==> src/rtl/gf180mcu_fd_sc_mcu7t5v0__nandn_pkg.sv <==
// Shared constants and elaboration-time helpers for the pipelined N-input NAND.
package gf180mcu_fd_sc_mcu7t5v0__nandn_pkg;

  localparam int unsigned ARITY   = 3;
  localparam int unsigned NIN_MIN = 2;
  localparam int unsigned NIN_MAX = 27;
  localparam int unsigned NCH_MIN = 1;
  localparam int unsigned NCH_MAX = 32;

  function automatic int unsigned groups(input int unsigned n);
    return (n + ARITY - 1) / ARITY;
  endfunction

  // Tree depth: repeated grouping by three until a single term remains.
  function automatic int unsigned clog3(input int unsigned n);
    int unsigned w;
    int unsigned l;
    w = n;
    l = 0;
    for (int unsigned i = 0; i < 32; i++) begin
      if (w > 1) begin
        w = groups(w);
        l = l + 1;
      end
    end
    return l;
  endfunction

  // Per-channel width of tree level k (level 0 is the raw input).
  function automatic int unsigned level_width(input int unsigned n, input int unsigned k);
    int unsigned w;
    w = n;
    for (int unsigned i = 0; i < 32; i++) begin
      if (i < k) w = groups(w);
    end
    return w;
  endfunction

  function automatic bit params_legal(input int unsigned nin, input int unsigned nch);
    return (nin >= NIN_MIN) && (nin <= NIN_MAX) && (nch >= NCH_MIN) && (nch <= NCH_MAX);
  endfunction

endpackage

==> src/rtl/gf180mcu_fd_sc_mcu7t5v0__and3_stage.sv <==
// One registered level of the 3-ary AND tree, with enable, valid bit and
// optional output inversion for the final level.
module gf180mcu_fd_sc_mcu7t5v0__and3_stage
  import gf180mcu_fd_sc_mcu7t5v0__nandn_pkg::*;
#(
  parameter  int unsigned NCH  = 1,
  parameter  int unsigned WIN  = 3,
  parameter  bit          INV  = 1'b0,
  localparam int unsigned WOUT = groups(WIN)
) (
  input  logic                clk,
  input  logic                rst,
  input  logic                en,
  input  logic                v_in,
  input  logic [NCH*WIN-1:0]  d_in,
  output logic                v_out,
  output logic [NCH*WOUT-1:0] d_out
);

  logic [NCH*WOUT-1:0] lvl;
  logic [3*WOUT-1:0]   ch_pad;
  logic [NCH*WOUT-1:0] data_d, data_q;
  logic                valid_d, valid_q;

  // A short trailing group is padded with ones so it does not mask the AND.
  always_comb begin
    lvl    = '0;
    ch_pad = '1;
    for (int unsigned c = 0; c < NCH; c++) begin
      ch_pad          = '1;
      ch_pad[WIN-1:0] = d_in[c*WIN +: WIN];
      for (int unsigned g = 0; g < WOUT; g++) begin
        lvl[c*WOUT+g] = INV ^ (&ch_pad[g*3 +: 3]);
      end
    end
  end

  always_comb begin
    valid_d = valid_q;
    data_d  = data_q;
    if (en) begin
      valid_d = v_in;
      data_d  = lvl;
    end
  end

  always_ff @(posedge clk) begin
    if (rst) begin
      valid_q <= 1'b0;
      data_q  <= {(NCH*WOUT){INV}};
    end else begin
      valid_q <= valid_d;
      data_q  <= data_d;
    end
  end

  assign v_out = valid_q;
  assign d_out = data_q;

endmodule

==> src/rtl/gf180mcu_fd_sc_mcu7t5v0__nandn_pipe.sv <==
// Pipelined multi-channel N-input NAND: LAT registered 3-ary AND levels with a
// collapsing valid/ready chain; the last level inverts and drives ZN.
module gf180mcu_fd_sc_mcu7t5v0__nandn_pipe
  import gf180mcu_fd_sc_mcu7t5v0__nandn_pkg::*;
#(
  parameter int unsigned NIN = 9,
  parameter int unsigned NCH = 4
) (
  input  logic               CLK,
  input  logic               RST,
  input  logic [NCH*NIN-1:0] A,
  input  logic               IN_VALID,
  output logic               IN_READY,
  output logic [NCH-1:0]     ZN,
  output logic               OUT_VALID,
  input  logic               OUT_READY
);

  localparam int unsigned LAT = clog3(NIN);

  if (!params_legal(NIN, NCH)) begin : g_illegal_params
    $error("nandn_pipe: NIN=%0d or NCH=%0d outside legal range", NIN, NCH);
  end

  logic [LAT:1]   v;
  logic [LAT+1:1] rdy;

  // A stage may load when it is empty or when the stage after it will drain.
  always_comb begin
    rdy        = '0;
    rdy[LAT+1] = OUT_READY;
    for (int unsigned k = LAT; k >= 1; k--) begin
      rdy[k] = ~v[k] | rdy[k+1];
    end
  end

  for (genvar k = 1; k <= LAT; k++) begin : g_stage
    localparam int unsigned WIN  = level_width(NIN, k - 1);
    localparam int unsigned WOUT = level_width(NIN, k);

    logic [NCH*WIN-1:0]  d_in;
    logic                v_in;
    logic [NCH*WOUT-1:0] d_out;
    logic                v_out;

    if (k == 1) begin : g_src
      assign d_in = A;
      assign v_in = IN_VALID;
    end else begin : g_src
      assign d_in = g_stage[k-1].d_out;
      assign v_in = g_stage[k-1].v_out;
    end

    gf180mcu_fd_sc_mcu7t5v0__and3_stage #(
      .NCH (NCH),
      .WIN (WIN),
      .INV (k == LAT)
    ) u_stage (
      .clk   (CLK),
      .rst   (RST),
      .en    (rdy[k]),
      .v_in  (v_in),
      .d_in  (d_in),
      .v_out (v_out),
      .d_out (d_out)
    );

    assign v[k] = v_out;
  end

  assign IN_READY  = rdy[1];
  assign OUT_VALID = v[LAT];
  assign ZN        = g_stage[LAT].d_out;

endmodule

==> config.mk <==
export PLATFORM = sky130hd
export DESIGN_NAME = gf180mcu_fd_sc_mcu7t5v0__nandn_pipe
export DESIGN_NICKNAME = d
export VERILOG_FILES = /design/src/rtl/gf180mcu_fd_sc_mcu7t5v0__nandn_pkg.sv /design/src/rtl/gf180mcu_fd_sc_mcu7t5v0__and3_stage.sv /design/src/rtl/gf180mcu_fd_sc_mcu7t5v0__nandn_pipe.sv
export SDC_FILE = /design/constraint.sdc
export NUM_CORES = 1
export LEC_CHECK = 0
export BUFFER_PORTS_ARGS = -buffer_cell sky130_fd_sc_hd__buf_2
export CORE_UTILIZATION = 38
export CTS_CLUSTER_DIAMETER = 30
export CTS_CLUSTER_SIZE = 24
export DETAILED_ROUTE_END_ITERATION = 16
export GPL_ROUTABILITY_DRIVEN = 0
export PLACE_DENSITY = 0.81
export SETUP_SLACK_MARGIN = 0.15
export SLEW_MARGIN = 20
export SYNTH_ARGS = -nofsm -noshare
export SYNTH_HDL_FRONTEND = slang
export SYNTH_SLANG_ARGS = --single-unit
==> constraint.sdc <==
create_clock -name CLK -period 1.2 [get_ports CLK]
set_clock_uncertainty 0.1 [all_clocks]
set_input_delay 0.36 -clock CLK [delete_from_list [all_inputs] [get_ports CLK]]
set_output_delay 0.36 -clock CLK [all_outputs]
set_load 0.1 [all_outputs]
==> results of run 1 <==
cell families (layout without fill, tap and decap cells):
family | Yosys count | in the layout | share of synthesized area
AO/OA/AOI/OAI | 6 | 6 | 0.0607
buffers and inverters | 7 | 68 | 0.0531
flip-flops | 18 | 18 | 0.437
multiplexers | 12 | 12 | 0.146
AND/OR/NAND/NOR | 34 | 34 | 0.303
registers in the layout, indices dropped and copies added, names as in the netlist:
name and count:
g_stage.u_stage.v_out 2, g_stage.u_stage.d_out 16
what timing repair did:
item	in CTS	in global routing
resized for setup	14	5
buffers inserted	4	1
cloned	1	0
endpoints found under the setup margin	24	24
hold buffers	0	0
pin swaps	1	0
metrics by stage:
step	power [mW]	instances	area [um^2]	util
2_1_floorplan	0.691	77	860	-
3_3_place_gp	0.774	155	1250	0.624
3_5_place_dp	0.783	155	1250	0.624
4_1_cts	1.17	164	1400	0.699
5_1_grt	1.21	165	1420	0.711
6_report	1.16	165	1420	0.711
cell type report:
class	count	area (um^2)
sequential	18	380
inverter	2	15.0
clock buffer	4	36.3
tap	27	33.8
fill	150	578
timing repair buffer	62	514
multi-input combinational	52	444
cell usage in the layout, fill, tap and decap left out, types with 3 or more instances in the layout:
cell type,synthesis,final
buf_12,0,7
buf_2,2,39
buf_4,0,6
buf_6,2,9
clkbuf_4,0,3
dfxtp_1,18,12
dfxtp_4,0,5
mux2i_1,12,12
nand2_1,4,4
nand2b_1,12,12
nand4b_1,12,12
o31a_1,4,4
or4b_4,0,3
routing by layer:
metal | part of all wire | wire length (um) | global-route usage
met1 | 0.41 | 933 | 0.249
met2 | 0.54 | 1250 | 0.352
met3 | 0.039 | 90 | 0.0283
met4 | 0.010 | 23 | 0.103
met5 | 0 | 0 | 0
how the worst max path moves through the flow:
stage / to / cells past startpoint
after floorplan: IN_READY / 3
after global placement: IN_READY / 4
after detailed placement: IN_READY / 4
after CTS: IN_READY / 3
after global routing: IN_READY / 3
final: IN_READY / 3
power by group through the flow:
stage / logic, mW / registers [mW] / clock network, mW
finish: 0.184 / 0.610 / 0.364
global route: 0.198 / 0.612 / 0.402
CTS: 0.180 / 0.608 / 0.382
floorplan: 0.0548 / 0.636 / 0
global placement: 0.152 / 0.621 / 0
detailed placement: 0.160 / 0.622 / 0
worst max-delay path, delay by kind of cell (launching register included):
| kind | cells | cell delay [ns] |
|---|---|---|
| flip-flops | 1 | 0.36 |
| buffers and inverters | 2 | 0.22 |
| AND/OR/NAND/NOR | 1 | 0.24 |
==> flow_summary.toml, run 1 <==
[die]
die_area_um2 = 2360
start_util = 0.412
die_y_um = 48.6
fp.dieW_um = 48.6
io_pins = 46
row_count = 16
core_area_um2 = 2000

[min_path]
hold_depth = 3
min_to = "g_stage[1].u_stage.d_out[4]"
min_path_type = "input pin to register"
holdCritStartpoint = "A[14]"

[place]
portBuffers = 45
place_ws_ns = -0.252
dp_hpwl_um = 1580

[power_and_ir_drop]
p_per_area_nw_per_um2 = 813
swShare = 0.227
switching_power_mw = 0.263
p_leak_nw = 0.599
seqPwrFrac = 0.527
internal_power_mw = 0.894
vdd_drop_max_uv = 611
power_frac_clock = 0.314
p_comb_frac = 0.159

[routing]
drt-initial-drc-count = 10
post_drt_wl_per_cell_um = 13.9
wirelength_um = 2300
viasPerCell = 4.92
ant_nets = 0
drc_errors = 0
vias = 811
firstDrtPassIters = 4

[synthesis]
ys_seq_area_frac = 0.437
synth.avg_cell_area_um2 = 10.7
synth_nets = 117
synthDistinctLibCells = 16
ys_ff_latch = 18
syn-cell-area_um2 = 825
synth_edf_count = 0
ys_async_sr_fraction = 0
synth.most_common_cell = "dfxtp_1"
synth_area_leaders = "dfxtp_1, mux2i_1, nand4b_1"
synth_top_flop_cell = "dfxtp_1"
yosys.area.top_type = "dfxtp_1"
synth_top_area_share = 0.437
synth_cells = 77
ys_top_cells_by_count = "dfxtp_1, mux2i_1, nand2b_1, nand4b_1"
yosys_warnings = 0

[global_route]
grt_pass1_vias = 858
gr-total-overflow = 0
antenna_found_initial = 0
grt_usage = 0.205
grt_pass1_wl_um = 3730
grt_max_degree = 19

[worst_setup_path]
crit_arrival_ns = 1.11
r2r_setup_slack_ns = -0.23
cp_max_fo = 2
r2r-end = "g_stage[2].u_stage.d_out[1]"
start_kind = "register"
timing.rr.start = "g_stage[2].u_stage.v_out"
end_kind = "output port"
cp_slowest_cell = "dfxtp_4"
crit_path_max_incr_delay_ns = 0.36
crit_start = "g_stage[2].u_stage.v_out"
r2r_cells = 5
worstPathRequired_ns = 0.74
path_cells = "and3b_2 > inv_8 > buf_12"
critical_path_class = "register to output port"

[status]
failed_checks = "setup timing"
status = "finished with violations"

[layout]
finalNetCount = 179
drive_gt1_frac = 0.572
num_antenna_cells = 0
area_delta_synth_final_pct = 72.7

[cts]
clk_pin_slew_ns = 0.10
clk_latency_ns = 0.29
numClockSinks = 18
htree_levels = 1
cts_made_buffers = 3
clock-root-buffer = "clkbuf_4"
clockBufferDepth = 2
cts_tree = "done"

[timing]
rsz0062_at_grt = "true"
fin_setup_tns_ns = -3.17
min_period_ns = 1.57
setup_viol = 23
slew_headroom = 0.895
hold_slack_ns = 0.231
min_period_over_period = 1.31
fmax_ghz = 0.638
maxSlewViolCount = 0
timing.final.ws_setup_ns = -0.368
hold_viol = 0
timing_worst_slew_pin_value_ns = 0.157

[run]
drv_cap = 0
Note: power is estimated with default switching activity, not from simulation.
==> run 2: changes to the inputs <==
- CAP_MARGIN: unset -> 20
- CORE_UTILIZATION: 38 -> 40
- CTS_BUF_LIST: unset -> sky130_fd_sc_hd__clkbuf_8
- PLACE_DENSITY: 0.81 -> 0.84
==> flow_summary.toml, run 2 (synthesis results as in run 1) <==
[power_and_ir_drop]
p_per_area_nw_per_um2 = 899
swShare = 0.228
internal_power_mw = 0.999
switching_power_mw = 0.296
seqPwrFrac = 0.471
power_frac_clock = 0.389
p_leak_nw = 0.606
p_comb_frac = 0.140
vdd_drop_max_uv = 549
power_mw = 1.29

[die]
die_y_um = 47.4
row_count = 16
start_util = 0.425
die_area_um2 = 2250
core_area_um2 = 1940
fp.dieW_um = 47.4
io_pins = 46

[worst_setup_path]
r2r-end = "g_stage[1].u_stage.d_out[5]"
r2r_cells = 6
critical_path_class = "register to output port"
crit_arrival_ns = 1.08
worstPathRequired_ns = 0.74
crit_start = "g_stage[2].u_stage.v_out"
r2r_setup_slack_ns = -0.25
end_kind = "output port"
cp_max_fo = 2
timing.rr.start = "g_stage[1].u_stage.v_out"
start_kind = "register"

[status]
failed_checks = "setup timing"
status = "finished with violations"

[timing]
setup_viol = 22
hold_viol = 0
timing_worst_slew_pin_value_ns = 0.167
min_period_ns = 1.54
slew_headroom = 0.885
hold_slack_ns = 0.256
min_period_over_period = 1.29
timing.final.ws_setup_ns = -0.343
fmax_ghz = 0.648
rsz0062_at_grt = "true"
maxSlewViolCount = 0

[place]
portBuffers = 45
dp_hpwl_um = 1400
place_ws_ns = -0.303
placed_cell_area_um2 = 1240

[cts]
hold_buffers = 0
clock-root-buffer = "clkbuf_8"
numClockSinks = 18
cts_tree = "done"
clk_latency_ns = 0.26
clk_pin_slew_ns = 0.07
htree_levels = 1
clockBufferDepth = 2
cts_made_buffers = 3

[routing]
drt-initial-drc-count = 17
viasPerCell = 5.04
post_drt_wl_per_cell_um = 14.9
firstDrtPassIters = 4
vias = 836
ant_nets = 0
wirelength_um = 2470
drc_errors = 0

[layout]
multi_input_area_um2 = 440
area_delta_synth_final_pct = 74.7
final_area_um2 = 1440
num_antenna_cells = 0
largest_register_ff_count = 16
fill_cells = 141
final_common_cell = "buf_2"
drive_gt1_frac = 0.561
finalNetCount = 180
register_area_um2 = 379
final_cell_mix = "buf_2, dfxtp_1, nand4b_1, nand2b_1, mux2i_1"

[global_route]
grt_usage = 0.229
antenna_found_initial = 0
grt_pass1_wl_um = 3440
gr-total-overflow = 0
grt_pass1_vias = 809
grt_max_degree = 16

[min_path]
holdCritStartpoint = "IN_VALID"
hold_depth = 3
min_to = "g_stage[1].u_stage.v_out"
min_path_type = "input pin to register"

[run]
drv_cap = 0
## run 2: critical path, cell delays in order, from the launching register on
cell and delay [ns]:
dfxtp_4 0.34, and3b_2 0.24, inv_8 0.07, buf_12 0.16
## run 2: power by group through the flow
stage	Sequential, mW	Combinational [mW]	Clock (mW)
after global placement	0.622	0.149	0
after global routing	0.610	0.194	0.532
after detailed placement	0.622	0.156	0
final	0.610	0.182	0.503
after floorplan	0.636	0.0548	0
after CTS	0.609	0.171	0.501
## run 2: layer usage
metal / up-vias / track usage / wire length (um)
li1: 405 / - / -
met1: 385 / 0.262 / 934
met2: 41 / 0.386 / 1350
met3: 5 / 0.0462 / 142
met4: 0 / 0.143 / 42
met5: - / 0 / 0
## run 2: timing repair
item,CTS,global route
setup endpoints to repair,22,24
cloned,1,0
buffers inserted,3,4
pin swaps,0,1
resized for setup,11,7
## run 2: worst max path at each step
stage                                       end  depth (start not counted)
finish                                 IN_READY                          3
global route                           IN_READY                          3
CTS                                    IN_READY                          3
detailed placement  g_stage[1].u_stage.d_out[0]                          4
global placement                       IN_READY                          4
floorplan                              IN_READY                          3
## run 2: layout make-up
class | instances | area share
clock buffers | 4 | 0.0382
inverters | 2 | 0.0104
multi-input cells | 52 | 0.306
flip-flops and latches | 18 | 0.263
well taps | 27 | 0.0235
repair buffers | 63 | 0.359
## run 2: metrics by stage
step | cells | utilization | TNS (ns)
after floorplan | 77 | - | -2.39
after global placement | 154 | 0.639 | -3.63
after detailed placement | 154 | 0.639 | -3.95
after CTS | 162 | 0.717 | -2.27
after global routing | 166 | 0.742 | -4.91
final | 166 | 0.742 | -4.26
==> run 3: changes to the inputs <==
- CORE_UTILIZATION: 40 -> 45
- PLACE_DENSITY: 0.84 -> 0.89
- clock period: 1.2 -> 1.74 ns (I/O delays scaled with it)
==> flow_summary.toml, run 3 (synthesis results as in run 1) <==
[status]
status = "finished with violations"
failed_checks = "setup timing"

[worst_setup_path]
timing.rr.start = "g_stage[2].u_stage.v_out"
cp_max_fo = 2
cp_common_cell = "buf_6"
critical_path_class = "input pin to output port"
r2r_cells = 4
crit_arrival_ns = 1.14
crit_path_max_incr_delay_ns = 0.21
end_kind = "output port"
r2r-end = "g_stage[1].u_stage.d_out[4]"
start_kind = "input pin"
path_cells = "buf_6 > and3b_1 > buf_6 > inv_12 > buf_12"
worstPathRequired_ns = 1.12
cp_slowest_cell = "and3b_1"
crit_start = "OUT_READY"
r2r_setup_slack_ns = 0.46

[routing]
vias = 777
drt-initial-drc-count = 17
viasPerCell = 5.05
post_drt_wl_per_cell_um = 12.0
wirelength_um = 1850
firstDrtPassIters = 4
drc_errors = 0
ant_nets = 0

[min_path]
min_path_type = "register to register"
hold_depth = 2
min_to = "g_stage[1].u_stage.d_out[5]"
holdCritStartpoint = "g_stage[1].u_stage.d_out[5]"

[cts]
clk_latency_ns = 0.25
clockBufferDepth = 2
clock-root-buffer = "clkbuf_8"
clk_pin_slew_ns = 0.07
cts_tree = "done"
cts_made_buffers = 3
hold_buffers = 0
htree_levels = 1
numClockSinks = 18

[run]
drv_cap = 0

[place]
placed_cell_area_um2 = 1130
place_ws_ns = -0.0463
dp.cells = 147
portBuffers = 45
dp_hpwl_um = 1460

[die]
row_count = 15
start_util = 0.478
die_area_um2 = 2010
die_y_um = 44.8
core_area_um2 = 1730
io_pins = 46
fp.dieW_um = 44.8

[timing]
hold_viol = 0
maxSlewViolCount = 0
min_period_ns = 1.76
slew_headroom = 0.763
hold_slack_ns = 0.384
min_period_over_period = 1.01
timing_worst_slew_pin_value_ns = 0.355
fmax_ghz = 0.568
rsz0062_at_grt = "true"
setup_viol = 1
timing.final.ws_setup_ns = -0.0221

[global_route]
grt_usage = 0.195
gr-total-overflow = 0
grt_pass1_vias = 685
grt_max_degree = 22
antenna_found_initial = 0
grt_pass1_wl_um = 2770

[layout]
largest_register_ff_count = 16
final_area_um2 = 1230
drive_gt1_frac = 0.457
postLayoutCoreUtil = 0.710
num_antenna_cells = 0
final_common_cell = "buf_2"
area_delta_synth_final_pct = 48.7
final_cells = 154
finalNetCount = 170
final_cell_mix = "buf_2, dfxtp_1, nand4b_1, nand2b_1, mux2i_1"

[power_and_ir_drop]
vdd_drop_max_uv = 427
p_per_area_nw_per_um2 = 711
p_leak_nw = 0.514
run 3: cell count changes in the layout (fill, tap and decap cells not counted), moves of 2 or more:
cell	change
buf_12	-5
buf_4	+4
buf_6	-7
dfxtp_1	+4
dfxtp_4	-4
or4b_1	+2
or4b_4	-2
run 3: routing by layer:
metal  wire (um)  share of wire  up-vias  global-route usage
met5           0              0        -                   0
met4          47          0.025        0              0.0909
met3         112          0.061        7              0.0560
met1         735           0.40      350               0.208
li1            -              -      386                   -
met2         954           0.52       34               0.353
run 3: what timing repair did:
item                                    4_1_cts  5_1_grt
resized for setup                             6        0
buffers inserted                              2        1
endpoints found under the setup margin        5        1
run 3: power by group:
group / internal [mW] / switching, mW
logic: 0.0642 / 0.0462
registers: 0.422 / 0.00478
clock network: 0.201 / 0.135
run 3: area by class of cell:
| type | count | area (um^2) |
|---|---|---|
| sequential | 18 | 364 |
| inverter | 2 | 20.0 |
| timing repair buffer | 53 | 335 |
| fill | 140 | 500 |
| tap | 25 | 31.3 |
| multi-input combinational | 52 | 420 |
| clock buffer | 4 | 55.1 |
run 3: metrics by stage:
stage	power, mW	TNS (ns)
3_5_place_dp	0.541	-0.0463
4_1_cts	0.877	-0.0236
6_report	0.872	-0.0221
2_1_floorplan	0.482	0
3_3_place_gp	0.536	-0.0372
5_1_grt	0.908	-0.0419
run 3: critical path, delay by kind of cell:
family	cells	cell delay [ns]
and+or+nand+nor	1	0.21
buffers and inverters	4	0.40
run 3: how the worst max path moves through the flow:
stage	endpoint	cells after the start
after floorplan	IN_READY	3
after global placement	IN_READY	5
after detailed placement	IN_READY	5
after CTS	IN_READY	5
after global routing	IN_READY	5
final	IN_READY	5
